### config.mk
export PLATFORM = sky130hd
export DESIGN_NAME = serial_subtractor
export DESIGN_NICKNAME = d
export VERILOG_FILES = /design/src/rtl/serial_subtractor.sv
export SDC_FILE = /design/constraint.sdc
export NUM_CORES = 1
export LEC_CHECK = 0
export ABC_CLOCK_PERIOD_IN_PS = 2000
export CORE_MARGIN = 3
export CORE_UTILIZATION = 40
export CTS_CLUSTER_DIAMETER = 40
export DETAILED_ROUTE_END_ITERATION = 12
export MAX_ROUTING_LAYER = met4
export PLACE_DENSITY = 0.74
export SETUP_SLACK_MARGIN = 0.05
export SLEW_MARGIN = 20
export SYNTH_ARGS = -nofsm -noshare
export SYNTH_HDL_FRONTEND = slang
export SYNTH_SLANG_ARGS = --single-unit
### constraint.sdc
create_clock -name clk -period 2 [get_ports clk]
set_clock_uncertainty 0.15 [all_clocks]
set_input_delay 0.3 -clock clk [delete_from_list [all_inputs] [get_ports clk]]
set_output_delay 0.3 -clock clk [all_outputs]
set_load 0.01 [all_outputs]
### src/rtl/serial_subtractor.sv
// Bit-serial WIDTH-bit subtractor: Diff = A - B - Bin, one bit per clock, LSB first.
// Define SERIAL_SUB_OVERFLOW_EN to add the signed-overflow output Ovf.
module serial_subtractor #(
   parameter int unsigned WIDTH = 8
) (
   input  logic             clk,
   input  logic             rst,
   input  logic             start,
   input  logic [WIDTH-1:0] A,
   input  logic [WIDTH-1:0] B,
   input  logic             Bin,
   output logic             busy,
   output logic             done,
   output logic [WIDTH-1:0] Diff,
`ifdef SERIAL_SUB_OVERFLOW_EN
   output logic             Ovf,
`endif
   output logic             Bout
);

   localparam int unsigned CW = (WIDTH > 1) ? $clog2(WIDTH) : 1;
   localparam logic [CW-1:0] LastCount = CW'(WIDTH - 1);

   localparam logic [1:0] StIdle  = 2'd0;
   localparam logic [1:0] StShift = 2'd1;
   localparam logic [1:0] StDone  = 2'd2;

   logic [1:0]       state_q;
   logic [CW-1:0]    count_q;
   logic             borrow_q;
   logic [WIDTH-1:0] a_sh_q;
   logic [WIDTH-1:0] b_sh_q;
   logic [WIDTH-1:0] d_sh_q;

   logic             d;
   logic             borrow_d;
   logic [WIDTH-1:0] d_sh_d;

`ifdef SERIAL_SUB_OVERFLOW_EN
   // Operand sign bits are shifted out of a_sh/b_sh, so keep them aside.
   logic a_msb_q;
   logic b_msb_q;
`endif

   // Single full-subtractor cell operating on the current LSBs.
   always_comb begin
      d        = a_sh_q[0] ^ b_sh_q[0] ^ borrow_q;
      borrow_d = (~a_sh_q[0] & b_sh_q[0]) | (~(a_sh_q[0] ^ b_sh_q[0]) & borrow_q);
      d_sh_d   = {d, d_sh_q[WIDTH-1:1]};
   end

   always_comb begin
      busy = (state_q == StShift);
      done = (state_q == StDone);
   end

   always_ff @(posedge clk) begin
      if (rst) begin
         state_q  <= StIdle;
         count_q  <= '0;
         borrow_q <= 1'b0;
         a_sh_q   <= '0;
         b_sh_q   <= '0;
         d_sh_q   <= '0;
         Diff     <= '0;
         Bout     <= 1'b0;
`ifdef SERIAL_SUB_OVERFLOW_EN
         a_msb_q  <= 1'b0;
         b_msb_q  <= 1'b0;
         Ovf      <= 1'b0;
`endif
      end else begin
         case (state_q)
            StIdle, StDone: begin
               if (start) begin
                  a_sh_q   <= A;
                  b_sh_q   <= B;
                  borrow_q <= Bin;
                  count_q  <= '0;
                  state_q  <= StShift;
`ifdef SERIAL_SUB_OVERFLOW_EN
                  a_msb_q  <= A[WIDTH-1];
                  b_msb_q  <= B[WIDTH-1];
`endif
               end else begin
                  state_q <= StIdle;
               end
            end
            StShift: begin
               borrow_q <= borrow_d;
               d_sh_q   <= d_sh_d;
               a_sh_q   <= {1'b0, a_sh_q[WIDTH-1:1]};
               b_sh_q   <= {1'b0, b_sh_q[WIDTH-1:1]};
               count_q  <= count_q + CW'(1);
               if (count_q == LastCount) begin
                  Diff    <= d_sh_d;
                  Bout    <= borrow_d;
                  state_q <= StDone;
`ifdef SERIAL_SUB_OVERFLOW_EN
                  // The cell's current output d is the result MSB.
                  Ovf     <= (a_msb_q != b_msb_q) && (d != a_msb_q);
`endif
               end
            end
            default: state_q <= StIdle;
         endcase
      end
   end

endmodule

==> results.md, run 1 <==
* Post-synthesis sequential area ratio at 48.87%
* Cell Rows at 22
* # Max-Cap Violations at 0
* Vias per inst at 4.886
* Core Area at 3716 sq um
* CTS Buf Count at 5
* Setup CP Type: register to primary output
* Pin count of the biggest net entering global routing at 44
* Reg-to-reg setup timing slack at 0.52 ns
* # diodes at 0
* Die area at 4676 sq um
* CP arrival at 1.38 ns
* Max VDD drop at 0.2794 mV
* Postcts setup bufs at 0
* Net Count, Synth at 212
* Yosys reg bits at 38
* Worst Setup End Kind: primary output
* Switching share of total power at 23.92%
* Share of cells above drive strength 1 at 6.977%
* Clock Sinks at 38
* Clock Power Share at 33.4%
* Pint at 1149 uW
* H-tree levels at 2
* Max Slew Vio Count at 0
* DR vias at 1285
* TritonCTS clock tree: yes
* FF-to-FF Start: state_q[1]
* Mapped Cells at 189
* Max clock buf depth at 2
* Fin Hold WS at 0.3068 ns
* Crit path to: busy
* Fmax at 0.5479 GHz
* Drt first pass iters at 4
* Hold Crit Class: register to register
* Synth area leaders: dfxtp_1 (49%), nand2_1 (13%), a311oi_1 (7.9%)
* Die Wd at 68.38 microns
* Commonest non-fill, non-tap cell in the layout: nand2_1
* Port buffer count at 30
* CP Max Fanout at 3
* Largest area contributor in the netlist: dfxtp_1
* ANT nets after route at 0
* Psw at 361.3 uW
* Flop pwr share at 54.1%
* Startpoint types: register
* Root Driver: clkbuf_8
* Initial antenna violation count at 0
* Min Clock Period, post-route at 1.825 ns
* Total negative slack at 0 ns
* GRT Overall Usage at 14.37%
* Tcrit/Tclk final at 91.25%
* WP data required at 1.55 ns
* Status: finished, final reports clean
* Post-synthesis average cell area at 8.235 sq um
* Hold wc startpoint: Diff[5]
* Drt total wl at 2959 microns
* First-pass GRT wire length at 4940 microns
* Residual DRC at 0
* Syn Std Cell Area at 1556 sq um
* Vias in the first global route at 1084
* Leakage at 0.0006975 uW
* Gr ovfl total at 0
* Hold Fails Final Rpt at 0
* RSZ-0062 raised after global routing: false
* Number of synthesis warnings at 0
* Initial core utilization at 41.89%
* Die Y at 68.38 microns
* HPWL Detailed at 1889 microns
* Synth top area share at 48.87%
* Clock transition at the registers of the reported paths at 0.07 ns
* Reg-to-Reg End: b_sh_q[1]
* Hold_buf cts at 0
* Register-to-Register Path Depth at 4
* Layout Area Growth over Synthesis at 24.92%
* Slew headroom at 73.27%
* Ports at 31
* # nets final at 239
* PwrDens at 777.0 nW/um^2
* Resized cells post-CTS at 0
* Setup Viol. Count Final at 0
* Most frequent cells in the layout: nand2_1 (54), dfxtp_1 (38), clkdlybuf4s50_1 (30)
* Cell variety after synth at 22
* Initial DRC Count at 116
* DR WL/cell at 11.25 microns
* Routability-driven placement congestion ratio at 0.7268
* Worst-Margin Slew at 0.4010 ns
* Setup crit start: state_q[1]
* Clk_lat worst skew at 0.28 ns
* Combinational power share at 12.5%
## cells by family after synthesis
group	count (synthesis)	synth area share, %
AOI/OAI and AO/OA	39	17.20
and+or+nand+nor	90	23.87
adders and majority gates	3	2.894
buffers and inverters	19	7.154
DFF	38	48.87
## cell usage after synthesis, drive strengths merged
| library cell | n |
|---|---|
| nand2 | 54 |
| dfxtp | 38 |
| a21oi | 22 |
| nor2 | 16 |
| a311oi | 15 |
| nand3 | 14 |
| buf | 13 |
| clkbuf | 3 |
| inv | 3 |
| nand2b | 3 |
| ha | 2 |
| nor2b | 2 |
| a2bb2oi | 1 |
| fa | 1 |
| nand3b | 1 |
| o21a | 1 |
## worst max-delay path, stage by stage, from the launching register on
cell	delay, ns
dfxtp_1	0.31
nand2b_1	0.17
inv_2	0.07
clkdlybuf4s50_1	0.53
## per-layer routing
metal / routed length [microns] / vias to the layer above / track usage, %
met5: 0 / - / -
met4: 48 / 0 / 5.955
met3: 112 / 8 / 4.598
met2: 1385 / 16 / 19.67
met1: 1413 / 572 / 19.30
li1: - / 689 / -
## metrics by stage
| stage | worst slack [ns] | total power (uW) | area [sq um] | instances | util (%) |
|---|---|---|---|---|---|
| floorplan | 0.5987 | 966.0 | 1556 | 189 | - |
| global route | 0.09345 | 1582 | 1944 | 263 | 52.32 |
| global placement | 0.3077 | 1022 | 1862 | 257 | 50.10 |
| finish | 0.1749 | 1511 | 1944 | 263 | 52.32 |
| detailed placement | 0.2205 | 1024 | 1862 | 257 | 50.10 |
| CTS | 0.1597 | 1527 | 1944 | 263 | 52.32 |
## cell type report
| type | instances | area, sq um |
|---|---|---|
| sequential | 38 | 760.7 |
| fill | 358 | 1772 |
| timing repair buffer | 36 | 345.3 |
| tap | 48 | 60.06 |
| inverter | 3 | 11.26 |
| multi-input combinational | 132 | 684.4 |
| clock buffer | 6 | 82.58 |
## worst min-delay path by stage
| stage | to | depth (start not counted) | slack, ns |
|---|---|---|---|
| detailed placement | Diff[3] | 2 | 0.30 |
| global placement | d_sh_q[1] | 2 | 0.29 |
| floorplan | a_sh_q[7] | 2 | 0.29 |
| CTS | Diff[3] | 2 | 0.31 |
| finish | Diff[5] | 2 | 0.31 |
| global route | Diff[1] | 2 | 0.32 |
## flip-flops by register name, indices dropped and copies added, names as in the netlist
signal	cells
count_q	3
b_sh_q	8
Diff	8
a_sh_q	8
state_q	2
borrow_q	1
d_sh_q	7
Bout	1
## power groups by stage
stage	sequential, uW	combinational (uW)	clock (uW)
2_1_floorplan	829	137	0
3_3_place_gp	833	188	0
3_5_place_dp	834	191	0
4_1_cts	817	191	519
5_1_grt	821	214	547
6_report	817	188	505
(Power assumes the default switching activity.)
==> inputs of run 2 (changes only) <==
--- a/config.mk
+++ b/config.mk
@@ -5,7 +5,7 @@
 export SDC_FILE = /design/constraint.sdc
 export NUM_CORES = 1
 export LEC_CHECK = 0
-export ABC_CLOCK_PERIOD_IN_PS = 2000
+export ABC_CLOCK_PERIOD_IN_PS = 2300
 export CORE_MARGIN = 3
 export CORE_UTILIZATION = 40
 export CTS_CLUSTER_DIAMETER = 40
==> constraint.sdc (replaced) <==
create_clock -name clk -period 2.3 [get_ports clk]
set_clock_uncertainty 0.15 [all_clocks]
set_input_delay 0.345 -clock clk [delete_from_list [all_inputs] [get_ports clk]]
set_output_delay 0.345 -clock clk [all_outputs]
set_load 0.01 [all_outputs]
==> results.md, run 2 (synthesis results as in run 1) <==
* HPWL Detailed at 1940 microns (+2.7%)
* # Max-Cap Violations at 0 (unchanged)
* Initial core utilization at 41.89% (unchanged)
* Postcts setup bufs at 0 (unchanged)
* Clock transition at the registers of the reported paths at 0.07 ns (about the same)
* Setup CP Type: register to primary output
* Cell Rows at 22 (unchanged)
* Cell depth of the worst setup path at 3 (unchanged)
* CP top delay family: buffers and inverters
* Max VDD drop at 0.2649 mV (-5.2%)
* DR vias at 1333 (+3.7%)
* First-pass GRT wire length at 5050 microns (+2.2%)
* Root Driver: clkbuf_8
* H-tree levels at 2 (unchanged)
* Slowest cell on crit path: clkdlybuf4s50_1
* Worst Setup End Kind: primary output
* Ports at 31 (unchanged)
* Resized cells post-CTS at 0 (unchanged)
* Vias per inst at 5.030 (+3.0%)
* Drt first pass iters at 4 (unchanged)
* Die area at 4676 sq um (unchanged)
* Max stage delay on crit path at 0.54 ns (about the same)
* # diodes at 0 (unchanged)
* Pin count of the biggest net entering global routing at 44 (unchanged)
* DR WL/cell at 11.57 microns (+2.8%)
* CTS Buf Count at 5 (unchanged)
* Residual DRC at 0 (unchanged)
* Power, Total at 1425 uW (-5.7%)
* Fill cells at 366 (+2.2%)
* Initial antenna violation count at 0 (unchanged)
* PwrDens at 723.2 nW/um^2 (-6.9%)
* Status: finished, final reports clean
* RSZ-0062 raised after global routing: false
* Final Non-Filler Cells at 265 (+0.76%)
* Clock Sinks at 38 (unchanged)
* Fmax at 0.5331 GHz
* Top flop regs: Diff (8), a_sh_q (8), b_sh_q (8)
* Share of cells above drive strength 1 at 7.834% (+0.86 points)
* CP arrival at 1.38 ns (about the same)
* Hold Fails Final Rpt at 0 (unchanged)
* Final setup margin at 0.4243 ns (+0.2493 ns)
* Placed Cells at 257 (unchanged)
* Die Wd at 68.38 microns (unchanged)
* WP data required at 1.80 ns (+0.25 ns)
* WHS Path Cells at 2 (unchanged)
* Core Area at 3716 sq um (unchanged)
* ANT nets after route at 0 (unchanged)
* Min Clock Period, post-route at 1.876 ns
* TritonCTS clock tree: yes
* Initial DRC Count at 73 (-37%)
* Vias in the first global route at 1164 (+7.4%)
* Worst-Margin Slew at 0.4044 ns (+0.003407 ns)
* Drt total wl at 3065 microns (+3.6%)
* Tcrit/Tclk final at 81.55%
* Port buffer count at 30 (unchanged)
* Leakage at 0.0007122 uW (+2.1%)
* Critical path, cell by cell: nand2b_1 > inv_2 > clkdlybuf4s50_1
* Gr ovfl total at 0 (unchanged)
* Hold_buf cts at 0 (unchanged)
* Clk_lat worst skew at 0.29 ns (about the same)
* Setup Viol. Count Final at 0 (unchanged)
* # nets final at 239 (unchanged)
* Routability-driven placement congestion ratio at 0.7179 (-1.2%)
* WP buf/inv at 2 (unchanged)
* Startpoint types: register
* Max Slew Vio Count at 0 (unchanged)
* CP Max Fanout at 5 (+2)
* Most frequent cells in the layout: nand2_1 (54), dfxtp_1 (38), clkdlybuf4s50_1 (30)
* Layout Area Growth over Synthesis at 26.61%
* Max clock buf depth at 2 (unchanged)
* Die Y at 68.38 microns (unchanged)
* GRT Overall Usage at 14.69% (+0.32 points)
* Slew headroom at 73.04% (-0.23 points)
* Commonest non-fill, non-tap cell in the layout: nand2_1
* Setup WS pre-CTS at 0.5001 ns (+0.2796 ns)
* Hold Crit Class: register to register
* Total negative slack at 0 ns (unchanged)
* Register-to-Register Path Depth at 5 (+1)
==> run 2: changes by cell type in the layout (fill, tap and decap cells not counted) <==
cell / change
clkinv_2: +2
bufinv_16: +1
clkbuf_8: -1
==> run 2: metrics by stage <==
| step | utilization, % | hold WS [ns] | cell area [sq um] |
|---|---|---|---|
| floorplan | - | 0.2866 | 1556 |
| global placement | 50.10 | 0.2921 | 1862 |
| detailed placement | 50.10 | 0.2965 | 1862 |
| CTS | 53.03 | 0.3082 | 1971 |
| global route | 53.03 | 0.3255 | 1971 |
| finish | 53.03 | 0.3038 | 1971 |
==> run 2: report_power, final <==
group	internal, uW	switching, uW	leakage (uW)	total (uW)
logic	76.5	88.7	0.000344	165
registers	691	18.7	0.000310	710
clock network	319	231	0.0000579	550
total	1090	338	0.000712	1430
==> run 2: cell type report <==
class / instances / area (sq um) / area share (%)
clock buffers: 5 / 68.82 / 3.492
clock inverters: 3 / 40.04 / 2.032
well taps: 48 / 60.06 / 3.048
repair buffers: 36 / 345.3 / 17.52
flip-flops and latches: 38 / 760.7 / 38.60
inverters: 3 / 11.26 / 0.5714
multi-input cells: 132 / 684.4 / 34.73
==> run 2: path summary, 6_finish.rpt <==
path,end,start,slack (ns)
worst max register to register,Diff[1],count_q[0],0.77
worst max-delay path,busy,state_q[0],0.42
worst min-delay path,Diff[7],Diff[7],0.30
worst min register to register,Diff[7],Diff[7],0.30
==> run 2: worst register-to-register path, cell delays in order, from the launching register on <==
cell      delay (ns)
dfxtp_1         0.33
ha_1            0.20
ha_1            0.20
nand3b_1        0.29
nand2_1         0.12
a21oi_1         0.17
==> run 2: routing by layer <==
layer / global-route usage [%] / share of wire, %
met4: 5.211 / 1.7
met3: 3.941 / 3.8
met1: 17.40 / 47
met2: 23.84 / 47
met5: - / 0
